`config.mk`:
```
export PLATFORM = sky130hd
export DESIGN_NAME = shift_tx_feeder
export DESIGN_NICKNAME = d
export VERILOG_FILES = /design/src/rtl/shift_tx_feeder.sv
export SDC_FILE = /design/constraint.sdc
export NUM_CORES = 1
export LEC_CHECK = 0
export BUFFER_PORTS_ARGS = -buffer_cell sky130_fd_sc_hd__buf_2
export CAP_MARGIN = 30
export CORE_UTILIZATION = 59
export DETAILED_ROUTE_END_ITERATION = 7
export MAX_ROUTING_LAYER = met4
export PLACE_DENSITY = 0.8
export SYNTH_ARGS = -nofsm -noshare
export SYNTH_HDL_FRONTEND = slang
export SYNTH_SLANG_ARGS = --single-unit
```
`constraint.sdc`:
```
create_clock -name baud_clk -period 2.8 [get_ports baud_clk]
set_clock_uncertainty 0.1 [all_clocks]
set_input_delay 0.14 -clock baud_clk [delete_from_list [all_inputs] [get_ports baud_clk]]
set_output_delay 0.14 -clock baud_clk [all_outputs]
set_load 0.005 [all_outputs]
```
`src/rtl/shift_tx_feeder.sv`:
```
// shift_tx_feeder: byte FIFO plus frame sequencer ahead of the UART shift transmitter.
// Each byte becomes {stop=1, data, start=0} and is handed over with a one-cycle send_en.
// The block then waits for frame_sent, a timeout, or both, and leaves an idle gap
// before the next request.
module shift_tx_feeder #(
  parameter int FRAME_WIDTH    = 10,
  parameter int DATA_WIDTH     = 8,
  parameter int FIFO_DEPTH     = 8,
  parameter int GAP_CYCLES     = 2,
  parameter int TIMEOUT_CYCLES = 64
) (
  input  logic                   baud_clk,
  input  logic                   rst_n,
  input  logic                   wr_en,
  input  logic [DATA_WIDTH-1:0]  wr_data,
  output logic                   fifo_full,
  output logic                   fifo_empty,
  output logic                   send_en,
  output logic [FRAME_WIDTH-1:0] data_frame,
  input  logic                   frame_sent,
  output logic                   busy,
  output logic                   overflow_err,
  output logic                   timeout_err
);

  localparam int AW      = $clog2(FIFO_DEPTH);
  localparam int CNT_MAX = (TIMEOUT_CYCLES > GAP_CYCLES) ? TIMEOUT_CYCLES : GAP_CYCLES;
  localparam int CW      = $clog2(CNT_MAX + 1);

  localparam logic [AW:0]   DEPTH_C = (AW+1)'(FIFO_DEPTH);
  localparam logic [CW-1:0] TO_LAST = CW'(TIMEOUT_CYCLES - 1);
  localparam logic [CW-1:0] GAP_LAST = CW'((GAP_CYCLES > 0) ? GAP_CYCLES - 1 : 0);

  typedef enum logic [2:0] {IDLE, LOAD, REQ, WAIT_DONE, GAP} state_t;

  state_t                               state;
  logic [CW-1:0]                        cnt;
  logic [FIFO_DEPTH-1:0][DATA_WIDTH-1:0] fifo_mem;
  logic [AW-1:0]                        wr_ptr;
  logic [AW-1:0]                        rd_ptr;
  logic [AW:0]                          count;
  logic                                 push;
  logic                                 pop;

  // The only read of the FIFO is the LOAD state. A pop on the same edge frees a slot,
  // so a write into a full FIFO is still accepted when it coincides with LOAD.
  assign pop  = (state == LOAD);
  assign push = wr_en && (!fifo_full || pop);

  assign fifo_full  = (count == DEPTH_C);
  assign fifo_empty = (count == '0);
  assign busy       = (state != IDLE) || !fifo_empty;

  // Storage array; its contents are only meaningful behind the pointers, so no reset.
  always_ff @(posedge baud_clk) begin
    if (push) fifo_mem[wr_ptr] <= wr_data;
  end

  // Pointer and occupancy bookkeeping. A dropped write raises a one-cycle overflow pulse.
  always_ff @(posedge baud_clk or negedge rst_n) begin
    if (!rst_n) begin
      wr_ptr       <= '0;
      rd_ptr       <= '0;
      count        <= '0;
      overflow_err <= 1'b0;
    end else begin
      overflow_err <= wr_en && !push;
      if (push) wr_ptr <= wr_ptr + 1'b1;
      if (pop)  rd_ptr <= rd_ptr + 1'b1;
      case ({push, pop})
        2'b10:   count <= count + 1'b1;
        2'b01:   count <= count - 1'b1;
        default: count <= count;
      endcase
    end
  end

  // Frame sequencer. cnt is shared: it counts WAIT_DONE cycles, then GAP cycles.
  always_ff @(posedge baud_clk or negedge rst_n) begin
    if (!rst_n) begin
      state       <= IDLE;
      cnt         <= '0;
      send_en     <= 1'b0;
      data_frame  <= '1;
      timeout_err <= 1'b0;
    end else begin
      send_en     <= 1'b0;
      timeout_err <= 1'b0;
      case (state)
        IDLE: begin
          if (!fifo_empty) state <= LOAD;
        end
        LOAD: begin
          data_frame <= {1'b1, fifo_mem[rd_ptr], 1'b0};
          send_en    <= 1'b1;
          state      <= REQ;
        end
        REQ: begin
          cnt   <= '0;
          state <= WAIT_DONE;
        end
        WAIT_DONE: begin
          // A done pulse on the final cycle still counts as a normal completion.
          if (frame_sent) begin
            cnt   <= '0;
            state <= (GAP_CYCLES == 0) ? IDLE : GAP;
          end else if (cnt == TO_LAST) begin
            timeout_err <= 1'b1;
            cnt         <= '0;
            state       <= (GAP_CYCLES == 0) ? IDLE : GAP;
          end else begin
            cnt <= cnt + 1'b1;
          end
        end
        GAP: begin
          if (cnt == GAP_LAST) begin
            cnt   <= '0;
            state <= IDLE;
          end else begin
            cnt <= cnt + 1'b1;
          end
        end
        default: state <= IDLE;
      endcase
    end
  end

endmodule

```
Yosys cells after proc, flatten, opt, wreduce, memory -nomap -nowiden
Index checks and enable logic that the tools add are counted.
{"block": "totals", "output_inout_bits": 16, "ff_bits": 96, "inputBits": 12}
{"block": "classes", "mux": 19, "add_sub_neg": 5, "magnitude_cmp": 3, "n_reduce_logical": 14, "eq_ne": 12}
{"operator": "bitwise mux 64 bit", "count": 1}
{"operator": "binary-select mux 8 bit (select 3 bit)", "count": 1}
{"operator": "demux 8 bit (select 3 bit)", "count": 1}
{"operator": "2-to-1 mux 7 bit", "count": 3}
{"operator": "one-hot mux 7 bit (3 select lines)", "count": 1}
{"operator": "2-to-1 mux 8 bit", "count": 2}
{"operator": "one-hot mux 3 bit (5 select lines)", "count": 1}
{"operator": "2-to-1 mux 3 bit", "count": 4}
{"operator": "less-than comparator 3 x 4 -> 1 bit, second input constant", "count": 2}
{"operator": "one-hot mux 4 bit (2 select lines)", "count": 1}
{"operator": "adder 7 x 1 -> 7 bit, second input constant", "count": 1}
{"operator": "== test 7 x 1 -> 1 bit, second input constant", "count": 1}
{"operator": "== test 7 x 6 -> 1 bit, second input constant", "count": 1}
{"operator": "adder 3 x 1 -> 3 bit, second input constant", "count": 2}
{"operator": "== test 3 x 2 -> 1 bit, second input constant", "count": 2}
{"operator": "nonzero test 3 bit", "count": 2}
{"operator": "adder 4 x 1 -> 4 bit, second input constant", "count": 1}
{"operator": "== test 4 bit, second input constant", "count": 1}
{"operator": "logical NOT 4 bit", "count": 1}
{"operator": "2-to-1 mux 1 bit", "count": 4}
{"operator": "inequality test 2 bit, second input constant", "count": 2}
{"operator": "subtractor 4 x 1 -> 4 bit, second input constant", "count": 1}
{"operator": "== test 3 x 1 -> 1 bit, second input constant", "count": 1}
{"operator": "== test 3 bit, second input constant", "count": 1}
{"operator": "other kinds (10)", "count": 15}

Depth between registers and ports, before layout
Gate-level depths: netlist of run 1.
{"block": "logic_depth", "depth_word": 6, "ltp_mapped": 8, "ltp_nobuf": 7}

Worst setup path before layout of run 1
OpenSTA, ideal clock, no wires.
{"block": "synth_timing", "path_kind": "register to register", "start": "register state[2]", "end": "register fifo_mem[0] (netlist name), enable pin", "arrival_time_ns": 1.839, "required_ns": 2.317, "stages_incl_launch_ff": 7, "setup_ns": 0.383, "slack_ns": 0.478, "cell_sequence": "dfrtp_1 > or3b_1 > buf_2 > inv_2 > o21a_4 > nand2b_1 > nor3_1"}
{"block": "synth_between", "elab_chain_cells": 3}
{"item": "from (decl)", "line_no": "36", "rtl": "state_t state;"}
{"item": "from (signal assigned)", "line_no": "106", "rtl": "state <= (GAP_CYCLES == 0) ? IDLE : GAP;"}
{"item": "from (signal assigned)", "line_no": "110", "rtl": "state <= (GAP_CYCLES == 0) ? IDLE : GAP;"}
{"item": "== test 3 x 1 -> 1 bit", "line_no": "47", "rtl": "assign pop = (state == LOAD);"}
{"item": "via pop", "line_no": "43", "rtl": "logic pop;"}
{"item": "logical OR 1 bit", "line_no": "48", "rtl": "assign push = wr_en && (!fifo_full || pop);"}
{"item": "logical AND 1 bit", "line_no": "48"}
{"item": "to (signal, indexed assignment)", "line_no": "56", "rtl": "if (push) fifo_mem[wr_ptr] <= wr_data;"}
{"item": "to (decl)", "line_no": "38", "rtl": "logic [FIFO_DEPTH-1:0][DATA_WIDTH-1:0] fifo_mem;"}
The timed path passes the listed nets, and every way through them passes these cells.
A chain may end at the register's enable or synchronous reset.

Worst setup path after layout of run 1
{"block": "layout_timing", "start": "register state[1]", "end": "register fifo_mem[5] (netlist name), enable pin"}
Same word-level chain as after synthesis.

==> results by group, run 1 <==
Status
  – Status: finished, violations left
  – Failing checks: DRC

Timing
  – Tcrit/Tclk final: 78.5%
  – Final Setup Violations: 0
  – Hold Slack: 0.0220 ns
  – Min Clock Period, post-route: around 2.2 ns
  – Fin. Hold Viols: 0
  – Final setup margin: between 0.6 and 0.7 ns
  – Max Freq: ~0.45 GHz
  – Final Slew Violations: 0
  – Final setup TNS: 0 ns
  – RSZ-0062 raised after global routing: no
  – Worst Max-Slew Pin Slew: approximately 0.8 ns
  – Slew HR: about 46%

Power and ir drop
  – LEAKAGE: around 1.7 nW
  – Clock power frac: a little over a fifth
  – P_sw: between 0.001 and 0.0015 W
  – Pwr dens: about 950 nW/um^2
  – Seq pwr share: between 50% and 60%
  – Combinational Power Share: 29.2%
  – Max VDD drop: between 500 and 600 uV
  – Switch share: 33.1%
  – Power Internal: 0.00288 W

Floorplan
  – Chip width: 84.2 um
  – I/O pins: 28
  – Core Footprint: between 6000 and 7000 um^2
  – Rows: 29
  – Initial core utilization: around 62%
  – Full die area: about 7100 um^2
  – Die height: ~84 um

Clocking
  – Max H-tree Level: 3
  – Sink Count: 96
  – CTS Buf Count: 9
  – CTS tree: done
  – Clk slew on worst S/H paths: around 0.11 ns
  – Post-CTS Setup Bufs: 0
  – Cts repair resizes: 0
  – Clock Tree Buf Depth: 2
  – Root buffer cell: clkbuf_8
  – Clk_lat worst skew: between 0.3 and 0.4 ns

Logic synthesis
  – Post-synth top area share: about half
  – Syn_nets: around 270
  – Post-synth ARST share: 33.3%
  – #FFs+latches synth: 96
  – Simple-gate share of the synthesized area: under 10%
  – Largest cells by area after synthesis: edfxtp_1 (48%), dfrtp_1 (14%), mux4_2 (9.0%), dfstp_2 (5.9%), nand2_1 (2.5%)
  – Post-synthesis instance total: 255
  – Main synth FF type: edfxtp_1
  – Post-synthesis compound-gate area fraction: approximately 5.3%
  – Seq/Total Area, Yosys: between 60% and 70%
  – Adder-cell share of the synthesized area: between 1.5 and 2%
  – Main combinational cell family by area after synthesis: multiplexers
  – Synth unique cells: 49
  – Synth Area in XOR/XNOR: ~2.0%
  – Syn. warnings: 0
  – Post-synth EDFFs: 64
  – Synthesized area: 3990 um^2
  – Synth area leader: edfxtp_1
  – Mux share of post-synthesis cell area: between 10% and 20%
  – Synth Area per Inst: roughly 16 um^2

Layout
  – Finished layout cell area: between 4000 and 5000 um^2
  – Share of cells above drive strength 1: between 20 and 30%
  – Most frequent cells in the layout: edfxtp_1 (64), nand2_1 (27), buf_2 (26), dfrtp_1 (23), mux4_2 (16)
  – Fin util: 70.6%
  – Final net count: roughly 320
  – Commonest non-fill, non-tap cell in the layout: edfxtp_1
  – Layout fillers: 428
  – Area delta synth->final: 13.7%
  – Inserted Diodes: 0

Critical path
  – CP peak stage delay: 0.54 ns
  – Critical path startpoint: state[1]
  – Kind of critical path: reg2reg
  – Internal reg-to-reg setup slack: approximately 0.6 ns
  – CP Launch Type: flop
  – Max FO, Critical Path: 11
  – CP Cell Sequence: or3b_1, inv_2, o21a_4, nand2b_1, nor3_1, buf_4
  – Delay-heaviest family, CP: simple AND/OR/NAND/NOR gates
  – Worst Path Arrival: between 2 and 2.5 ns
  – Worst Path Required: approximately 2.8 ns
  – CP Buf/Inv Count: 2
  – Crit path capture type: flop
  – CP max stage cell: or3b_1
  – Reg-to-reg startpoint: state[1]

Place
  – Setup WS pre-CTS: between 0.6 and 0.7 ns
  – Post-DP HPWL: 4.54 mm
  – IO Port Bufs: 26
  – Gpl congestion: 0.795
  – Placed cell areas: between 4000 and 5000 um^2

Global route
  – First-pass GRT wire length: between 10 and 15 mm
  – Largest net degree at the start of global routing: 33
  – Vias in the first global route: around 2,200
  – Initial antenna violation count: 0
  – Total global-route track usage: between 20% and 30%
  – Gr ovfl total: 0

Detailed routing
  – Vias per cell: roughly 5.7
  – DRC: 12
  – Drt initial violations: about 170
  – Total number of vias: about 2,200
  – Avg WL per Cell: 17.5 um
  – First-pass detailed-route iteration total: 7
  – DRT antenna net count: 0
  – DRT Wirelength: 6.69 mm

Job
  – Maxcap violations: 0

Worst hold path
  – Hold Startpoint: wr_en
  – Class of the worst hold path: in2reg
[synth_stat cells, types with 2 or more instances]
master,instances
nand3_1,3
nor2_1,14
nand3b_1,2
mux2_4,2
o21ai_0,15
nor4_1,3
buf_2,3
mux2i_1,8
and2_1,3
o211ai_1,2
mux4_2,16
nor2b_1,2
edfxtp_1,64
o22ai_1,3
xnor2_1,4
dfrtp_1,23
nand2b_1,3
buf_4,2
inv_1,4
ha_1,5
nand2_1,27
xor2_1,5
dfstp_2,9
nor3_1,4
clkbuf_1,4
a21oi_1,2
[flip-flops by register name, indices dropped and copies added, names as in the netlist]
signal / cells
rd_ptr: 3
state: 3
count: 4
data_frame: 9
overflow_err: 1
wr_ptr: 3
timeout_err: 1
send_en: 1
fifo_mem: 64
cnt: 7
[cell type report]
cell class | instances | area [um^2] | area share, %
clock buffers | 9 | 124 | 2.73
clock inverters | 7 | 80.1 | 1.77
inverters | 5 | 18.8 | 0.414
multi-input cells | 143 | 1170 | 25.9
flip-flops and latches | 96 | 2730 | 60.3
well taps | 77 | 96.3 | 2.13
repair buffers | 46 | 305 | 6.73
[per-layer routing]
metal / vias to the layer above / share of wire (%) / track usage, %
li1: 1042 / - / -
met1: 1084 / 45 / 28.0
met2: 48 / 51 / 34.1
met3: 8 / 3.1 / 3.54
met4: 0 / 0.97 / 9.40
met5: - / 0 / -
[per-stage QoR]
step / power (W) / std cells
after floorplan: 0.00306 / 255
after global placement: 0.00336 / 357
after detailed placement: 0.00344 / 357
after CTS: 0.00434 / 383
after global routing: 0.00455 / 383
final: 0.00430 / 383
[logic make-up after synthesis]
family / Yosys count
AOI/OAI and AO/OA: 32
xor gates and xnor gates: 9
adders and majority gates: 5
buffers and inverters: 16
DFF: 96
muxes: 26
other: 1
and+or+nand+nor: 70
[power groups by stage]
| stage | clock (W) | sequential, W | combinational [W] |
|---|---|---|---|
| global route | 0.000964 | 0.00219 | 0.00139 |
| CTS | 0.000910 | 0.00215 | 0.00127 |
| detailed placement | 0 | 0.00218 | 0.00126 |
| floorplan | 0 | 0.00205 | 0.00101 |
| global placement | 0 | 0.00216 | 0.00120 |
| finish | 0.000894 | 0.00215 | 0.00125 |
[worst reg2reg max path: cells and delay by family (launching register included)]
family	cells	cell delay (ns)
flops	1	0.48
buf+inv	2	0.35
compound gates	1	0.17
simple gates	3	0.82
[final timing paths]
path / endpoint / depth (start not counted)
max in group asynchronous: wr_ptr[2] / 2
setup reg to reg: fifo_mem[5] / 6
min in group asynchronous: count[3] / 2
hold reg to reg: data_frame[7] / 2
setup / recovery: fifo_mem[5] / 6
hold / removal: overflow_err / 3
[what timing repair did]
action                                  CTS  global route
hold buffers                             10             0
endpoints found under the setup margin    0             0
endpoints found under the hold margin    88             0
No activity file was read; power rests on OpenSTA's default activity.
==> run 2, diff against run 1 <==
--- a/config.mk
+++ b/config.mk
@@ -7,10 +7,10 @@
 export LEC_CHECK = 0
 export BUFFER_PORTS_ARGS = -buffer_cell sky130_fd_sc_hd__buf_2
 export CAP_MARGIN = 30
-export CORE_UTILIZATION = 59
+export CORE_UTILIZATION = 54
 export DETAILED_ROUTE_END_ITERATION = 7
 export MAX_ROUTING_LAYER = met4
-export PLACE_DENSITY = 0.8
+export PLACE_DENSITY = 0.77
 export SYNTH_ARGS = -nofsm -noshare
 export SYNTH_HDL_FRONTEND = slang
 export SYNTH_SLANG_ARGS = --single-unit
==> constraint.sdc (replaced) <==
create_clock -name baud_clk -period 1.8 [get_ports baud_clk]
set_clock_uncertainty 0.1 [all_clocks]
set_input_delay 0.09 -clock baud_clk [delete_from_list [all_inputs] [get_ports baud_clk]]
set_output_delay 0.09 -clock baud_clk [all_outputs]
set_load 0.005 [all_outputs]
==> results by group, run 2 (synthesis results as in run 1) <==
Layout
  – Largest regs: fifo_mem x64, data_frame x9, cnt x7
  – Fin util: between 70% and 80%
  – Share of cells above drive strength 1: roughly two fifths
  – Final net count: between 300 and 400
  – Finished layout cell area: about 5000 um^2
  – Inserted Diodes: 0
  – Final cell count without fillers: 426
  – Max reg flops: 64
  – Commonest non-fill, non-tap cell in the layout: edfxtp_1
  – Most frequent cells in the layout: edfxtp_1 (64), buf_2 (26), nand2_1 (25), dfrtp_1 (23), buf_4 (20)
  – Area delta synth->final: 24.9%
  – Largest Register: fifo_mem

Timing
  – Final Slew Violations: 0
  – Tcrit/Tclk final: 106%
  – Final setup margin: -0.116 ns
  – Fin. Hold Viols: 0
  – Worst Max-Slew Pin Slew: about 0.74 ns
  – RSZ-0062 raised after global routing: yes
  – Slew HR: 51.0%
  – Min Clock Period, post-route: 1.92 ns
  – Final Setup Violations: 67
  – Max Freq: 0.522 GHz

Floorplan
  – Full die area: between 7000 and 8000 um^2
  – Core Footprint: approximately 6900 um^2
  – Chip width: between 80 and 90 um
  – Rows: 30
  – Die height: around 88 um
  – Initial core utilization: 57.4%
  – I/O pins: 28

Critical path
  – Reg-to-reg startpoint: state[2]
  – Worst Path Required: between 1.5 and 2 ns
  – Kind of critical path: reg2reg
  – CP Launch Type: flop
  – Crit path capture type: flop
  – Worst Path Arrival: 1.90 ns
  – Critical path startpoint: state[2]
  – Max FO, Critical Path: 5

Detailed routing
  – DRC: 0
  – First-pass detailed-route iteration total: 4
  – DRT antenna net count: 0
  – Avg WL per Cell: ~18 um
  – Total number of vias: 2,307
  – Drt initial violations: between 150 and 200
  – DRT Wirelength: 7.52 mm
  – Vias per cell: approximately 5.4

Global route
  – Met2 Usage GRT: between 30% and 40%
  – Largest net degree at the start of global routing: 33
  – Gr busiest metal: met2
  – Vias in the first global route: approximately 2,300
  – Global Route met1 Usage: 26.5%
  – Total global-route track usage: a little over a fifth
  – Gr ovfl total: 0
  – Initial antenna violation count: 0
  – First-pass GRT wire length: between 10 and 15 mm
  – GR Layer Usage met3: 3.58%

Place
  – Placed cell count: a little under 400
  – Placed cell areas: around 4500 um^2
  – Post-DP HPWL: ~4.8 mm
  – Gpl congestion: ~0.74
  – IO Port Bufs: 26

Status
  – Failing checks: setup timing
  – Status: finished, violations left

Worst hold path
  – Class of the worst hold path: in2reg
  – Hold Startpoint: wr_en

Clocking
  – Sink Count: 96
  – CTS tree: done
  – Clock Tree Buf Depth: 2
  – Max H-tree Level: 3
  – Clk slew on worst S/H paths: about 0.090 ns
  – Clk_lat worst skew: around 0.35 ns
  – Root buffer cell: clkbuf_8
  – CTS Buf Count: 9

Power and ir drop
  – Max VDD drop: approximately 790 uV
  – Pwr dens: around 1500 nW/um^2
  – LEAKAGE: 1.90 nW

Job
  – Maxcap violations: 0
[run 2: changes by cell type in the layout (fill, tap and decap cells not counted), moves of 5 or more]
cell    before  now
nor2_1      14    8
buf_6        0    9
buf_4       10   20
nor2_4       0    7
buf_12       0    5
[run 2: worst max-delay path: stages, from the launching register on]
cell,delay (ns)
dfrtp_1,0.39
or3b_4,0.44
inv_4,0.07
o21a_4,0.18
nand2_8,0.08
buf_12,0.14
nor2_4,0.10
buf_6,0.14
[run 2: routing by layer]
metal / up-vias / part of all wire [%]
li1: 1099 / -
met1: 1149 / 44
met2: 47 / 51
met3: 12 / 3.0
met4: 0 / 1.9
met5: - / 0
[run 2: what timing repair did]
item,in CTS,in global routing
endpoints found under the hold margin,88,0
setup buffers,4,4
hold buffers,10,0
resized for setup,13,11
endpoints found under the setup margin,73,74
pin swaps,7,4
[run 2: stage by stage]
step | setup WS [ns] | setup TNS (ns) | total power [W] | hold WS, ns
after floorplan | -0.199 | -4.94 | 0.00492 | -0.306
after global placement | -0.120 | -3.75 | 0.00567 | 0.0893
after detailed placement | -0.202 | -7.09 | 0.00578 | 0.0946
after CTS | -0.0554 | -2.32 | 0.00735 | 0.0206
after global routing | -0.245 | -7.83 | 0.00783 | 0.0614
final | -0.116 | -5.04 | 0.00745 | 0.0522
[run 2: path summary, 6_finish.rpt]
kind,slack [ns],depth (start not counted),endpoint
setup reg to reg,-0.12,7,fifo_mem[59]
hold / removal,0.05,4,overflow_err
min in group asynchronous,0.22,2,cnt[6]
hold reg to reg,0.38,2,data_frame[5]
max in group asynchronous,0.90,2,wr_ptr[2]
setup / recovery,-0.12,7,fifo_mem[59]
[run 2: cell type report]
cell class,count,area (um^2)
Clock buffer,10,128
Clock inverter,6,75.1
Fill cell,428,1970
Inverter,5,21.3
Multi-Input combinational cell,143,1320
Sequential cell,96,2730
Tap cell,96,120
Timing Repair Buffer,70,582
[run 2: where the power goes]
part | internal (W) | switching, W | leakage (nW) | total (W)
clock network | 0.000665 | 0.000774 | 0.0994 | 0.00144
logic | 0.00144 | 0.00133 | 0.832 | 0.00277
registers | 0.00292 | 0.000325 | 0.967 | 0.00324
total | 0.00502 | 0.00243 | 1.90 | 0.00745
==> run 3, diff against run 2 <==
--- a/config.mk
+++ b/config.mk
@@ -11,6 +11,7 @@
 export DETAILED_ROUTE_END_ITERATION = 7
 export MAX_ROUTING_LAYER = met4
 export PLACE_DENSITY = 0.77
+export SLEW_MARGIN = 20
 export SYNTH_ARGS = -nofsm -noshare
 export SYNTH_HDL_FRONTEND = slang
 export SYNTH_SLANG_ARGS = --single-unit
==> constraint.sdc (replaced) <==
create_clock -name baud_clk -period 1.8 [get_ports baud_clk]
set_clock_uncertainty 0.1 [all_clocks]
set_input_delay 0.36 -clock baud_clk [delete_from_list [all_inputs] [get_ports baud_clk]]
set_output_delay 0.36 -clock baud_clk [all_outputs]
set_load 0.005 [all_outputs]
==> results by group, run 3 (synthesis results as in run 1) <==
Status
  – Status: finished, violations left
  – Failing checks: setup timing

Floorplan
  – Full die area: between 7000 and 8000 um^2
  – Die height: 87.9 um
  – Initial core utilization: between 50% and 60%
  – Rows: 30
  – Chip width: 87.9 um
  – I/O pins: 28
  – Core Footprint: between 6000 and 7000 um^2

Critical path
  – Internal reg-to-reg setup slack: -0.19 ns
  – CP peak stage delay: 0.55 ns
  – Crit path capture type: output pin
  – Critical path startpoint: count[1]
  – CP max stage cell: or4b_4
  – Worst Path Arrival: roughly 1.6 ns
  – Kind of critical path: reg2out
  – Max FO, Critical Path: 2
  – CP Launch Type: flop
  – CP dominant cell by count: buf_6
  – Worst Path Required: between 1 and 1.5 ns
  – CP Cell Sequence: or4b_4, buf_6, inv_4, buf_6
  – Reg-to-reg startpoint: count[1]

Timing
  – RSZ-0062 raised after global routing: yes
  – Fin. Hold Viols: 0
  – Final setup TNS: -9.50 ns
  – Tcrit/Tclk final: 113%
  – Final setup margin: -0.225 ns
  – Worst Max-Slew Pin Slew: between 0.5 and 0.6 ns
  – Min Clock Period, post-route: between 2 and 2.5 ns
  – Max Freq: 0.494 GHz
  – Final Setup Violations: between 70 and 80
  – Final Slew Violations: 0
  – Slew HR: between 60% and 70%

Layout
  – Inserted Diodes: 0
  – Final net count: 335
  – Fin util: 69.9%
  – Share of cells above drive strength 1: about two fifths
  – Most frequent cells in the layout: edfxtp_1 (64), nand2_1 (26), buf_2 (25), buf_4 (24), dfrtp_1 (23)
  – Register area: about 2700 um^2
  – Largest regs: fifo_mem x64, data_frame x9, cnt x7
  – Commonest non-fill, non-tap cell in the layout: edfxtp_1
  – Multi-input gate area: about 1300 um^2
  – Largest Register: fifo_mem
  – Layout fillers: around 470
  – Max reg flops: 64
  – Area delta synth->final: 21.8%
  – Finished layout cell area: 4860 um^2

Clocking
  – Clock Tree Buf Depth: 2
  – Clk_lat worst skew: 0.36 ns
  – CTS Buf Count: 9
  – Sink Count: 96
  – CTS tree: done
  – Max H-tree Level: 3
  – Root buffer cell: clkbuf_8
  – Clk slew on worst S/H paths: approximately 0.09 ns

Global route
  – Initial antenna violation count: 0
  – Vias in the first global route: 2,304
  – Largest net degree at the start of global routing: 22
  – Gr ovfl total: 0
  – First-pass GRT wire length: roughly 12 mm
  – Total global-route track usage: between 20% and 30%

Detailed routing
  – Drt initial violations: between 150 and 200
  – First-pass detailed-route iteration total: 6
  – DRC: 0
  – DRT antenna net count: 0
  – Total number of vias: 2,293
  – Avg WL per Cell: 17.4 um
  – Vias per cell: 5.47
  – DRT Wirelength: between 7 and 8 mm

Place
  – IO Port Bufs: 26
  – Gpl congestion: approximately 0.75
  – Placed cell areas: 4530 um^2
  – Post-DP HPWL: 4.95 mm

Job
  – Maxcap violations: 0

Power and ir drop
  – Clock power frac: between 15 and 20%
  – LEAKAGE: 1.86 nW
  – Max VDD drop: 729 uV
  – Power Internal: approximately 0.0048 W
  – Seq pwr share: roughly 45%
  – Pwr dens: ~1500 nW/um^2
  – Combinational Power Share: a little under two fifths
  – Switch share: between 30 and 40%
  – P_sw: around 0.0024 W

Worst hold path
  – Class of the worst hold path: in2reg
  – Hold Startpoint: frame_sent
[run 3: critical path, delay by kind of cell (launching register included)]
kind,cells,cell delay [ns]
flops,1,0.40
simple gates,1,0.55
buf+inv,3,0.27
[run 3: path summary, 6_finish.rpt]
path,end,depth (start not counted)
worst max-delay path,fifo_full,4
worst min-delay path,timeout_err,2
worst max register to register,fifo_mem[6],6
worst min register to register,data_frame[5],2
max in group asynchronous,data_frame[1],3
min in group asynchronous,cnt[6],2
[run 3: routing by layer]
| layer | wire length [um] | GRT usage (%) |
|---|---|---|
| met5 | 0 | - |
| met4 | 266 | 11.6 |
| met3 | 305 | 5.18 |
| met2 | 3640 | 34.5 |
| met1 | 3100 | 26.7 |
[run 3: power by group through the flow]
| stage | combinational (W) | clock (W) | sequential (W) |
|---|---|---|---|
| 4_1_cts | 0.00265 | 0.00132 | 0.00324 |
| 3_5_place_dp | 0.00252 | 0 | 0.00327 |
| 3_3_place_gp | 0.00244 | 0 | 0.00324 |
| 5_1_grt | 0.00297 | 0.00142 | 0.00328 |
| 6_report | 0.00271 | 0.00130 | 0.00324 |
| 2_1_floorplan | 0.00171 | 0 | 0.00322 |
[run 3: layout make-up]
cell class,instances,area share [%]
multi-input cells,143,26.9
clock inverters,7,1.21
flip-flops and latches,96,56.3
clock buffers,9,2.55
repair buffers,63,10.0
well taps,96,2.47
inverters,5,0.490
[run 3: timing repair]
| action | CTS | global route |
|---|---|---|
| pin swaps | 6 | 2 |
| setup endpoints to repair | 74 | 79 |
| hold buffers | 1 | 0 |
| resized for setup | 13 | 10 |
| endpoints found under the hold margin | 18 | 0 |
| setup buffers | 4 | 3 |
[run 3: metrics by stage]
stage	cells	hold WS, ns	setup WS (ns)	total power (W)
after floorplan	255	-0.0356	-0.199	0.00492
after global placement	397	0.244	-0.124	0.00569
after detailed placement	397	0.243	-0.199	0.00579
after CTS	417	0.0796	-0.247	0.00721
after global routing	419	0.0957	-0.271	0.00767
final	419	0.0964	-0.225	0.00725
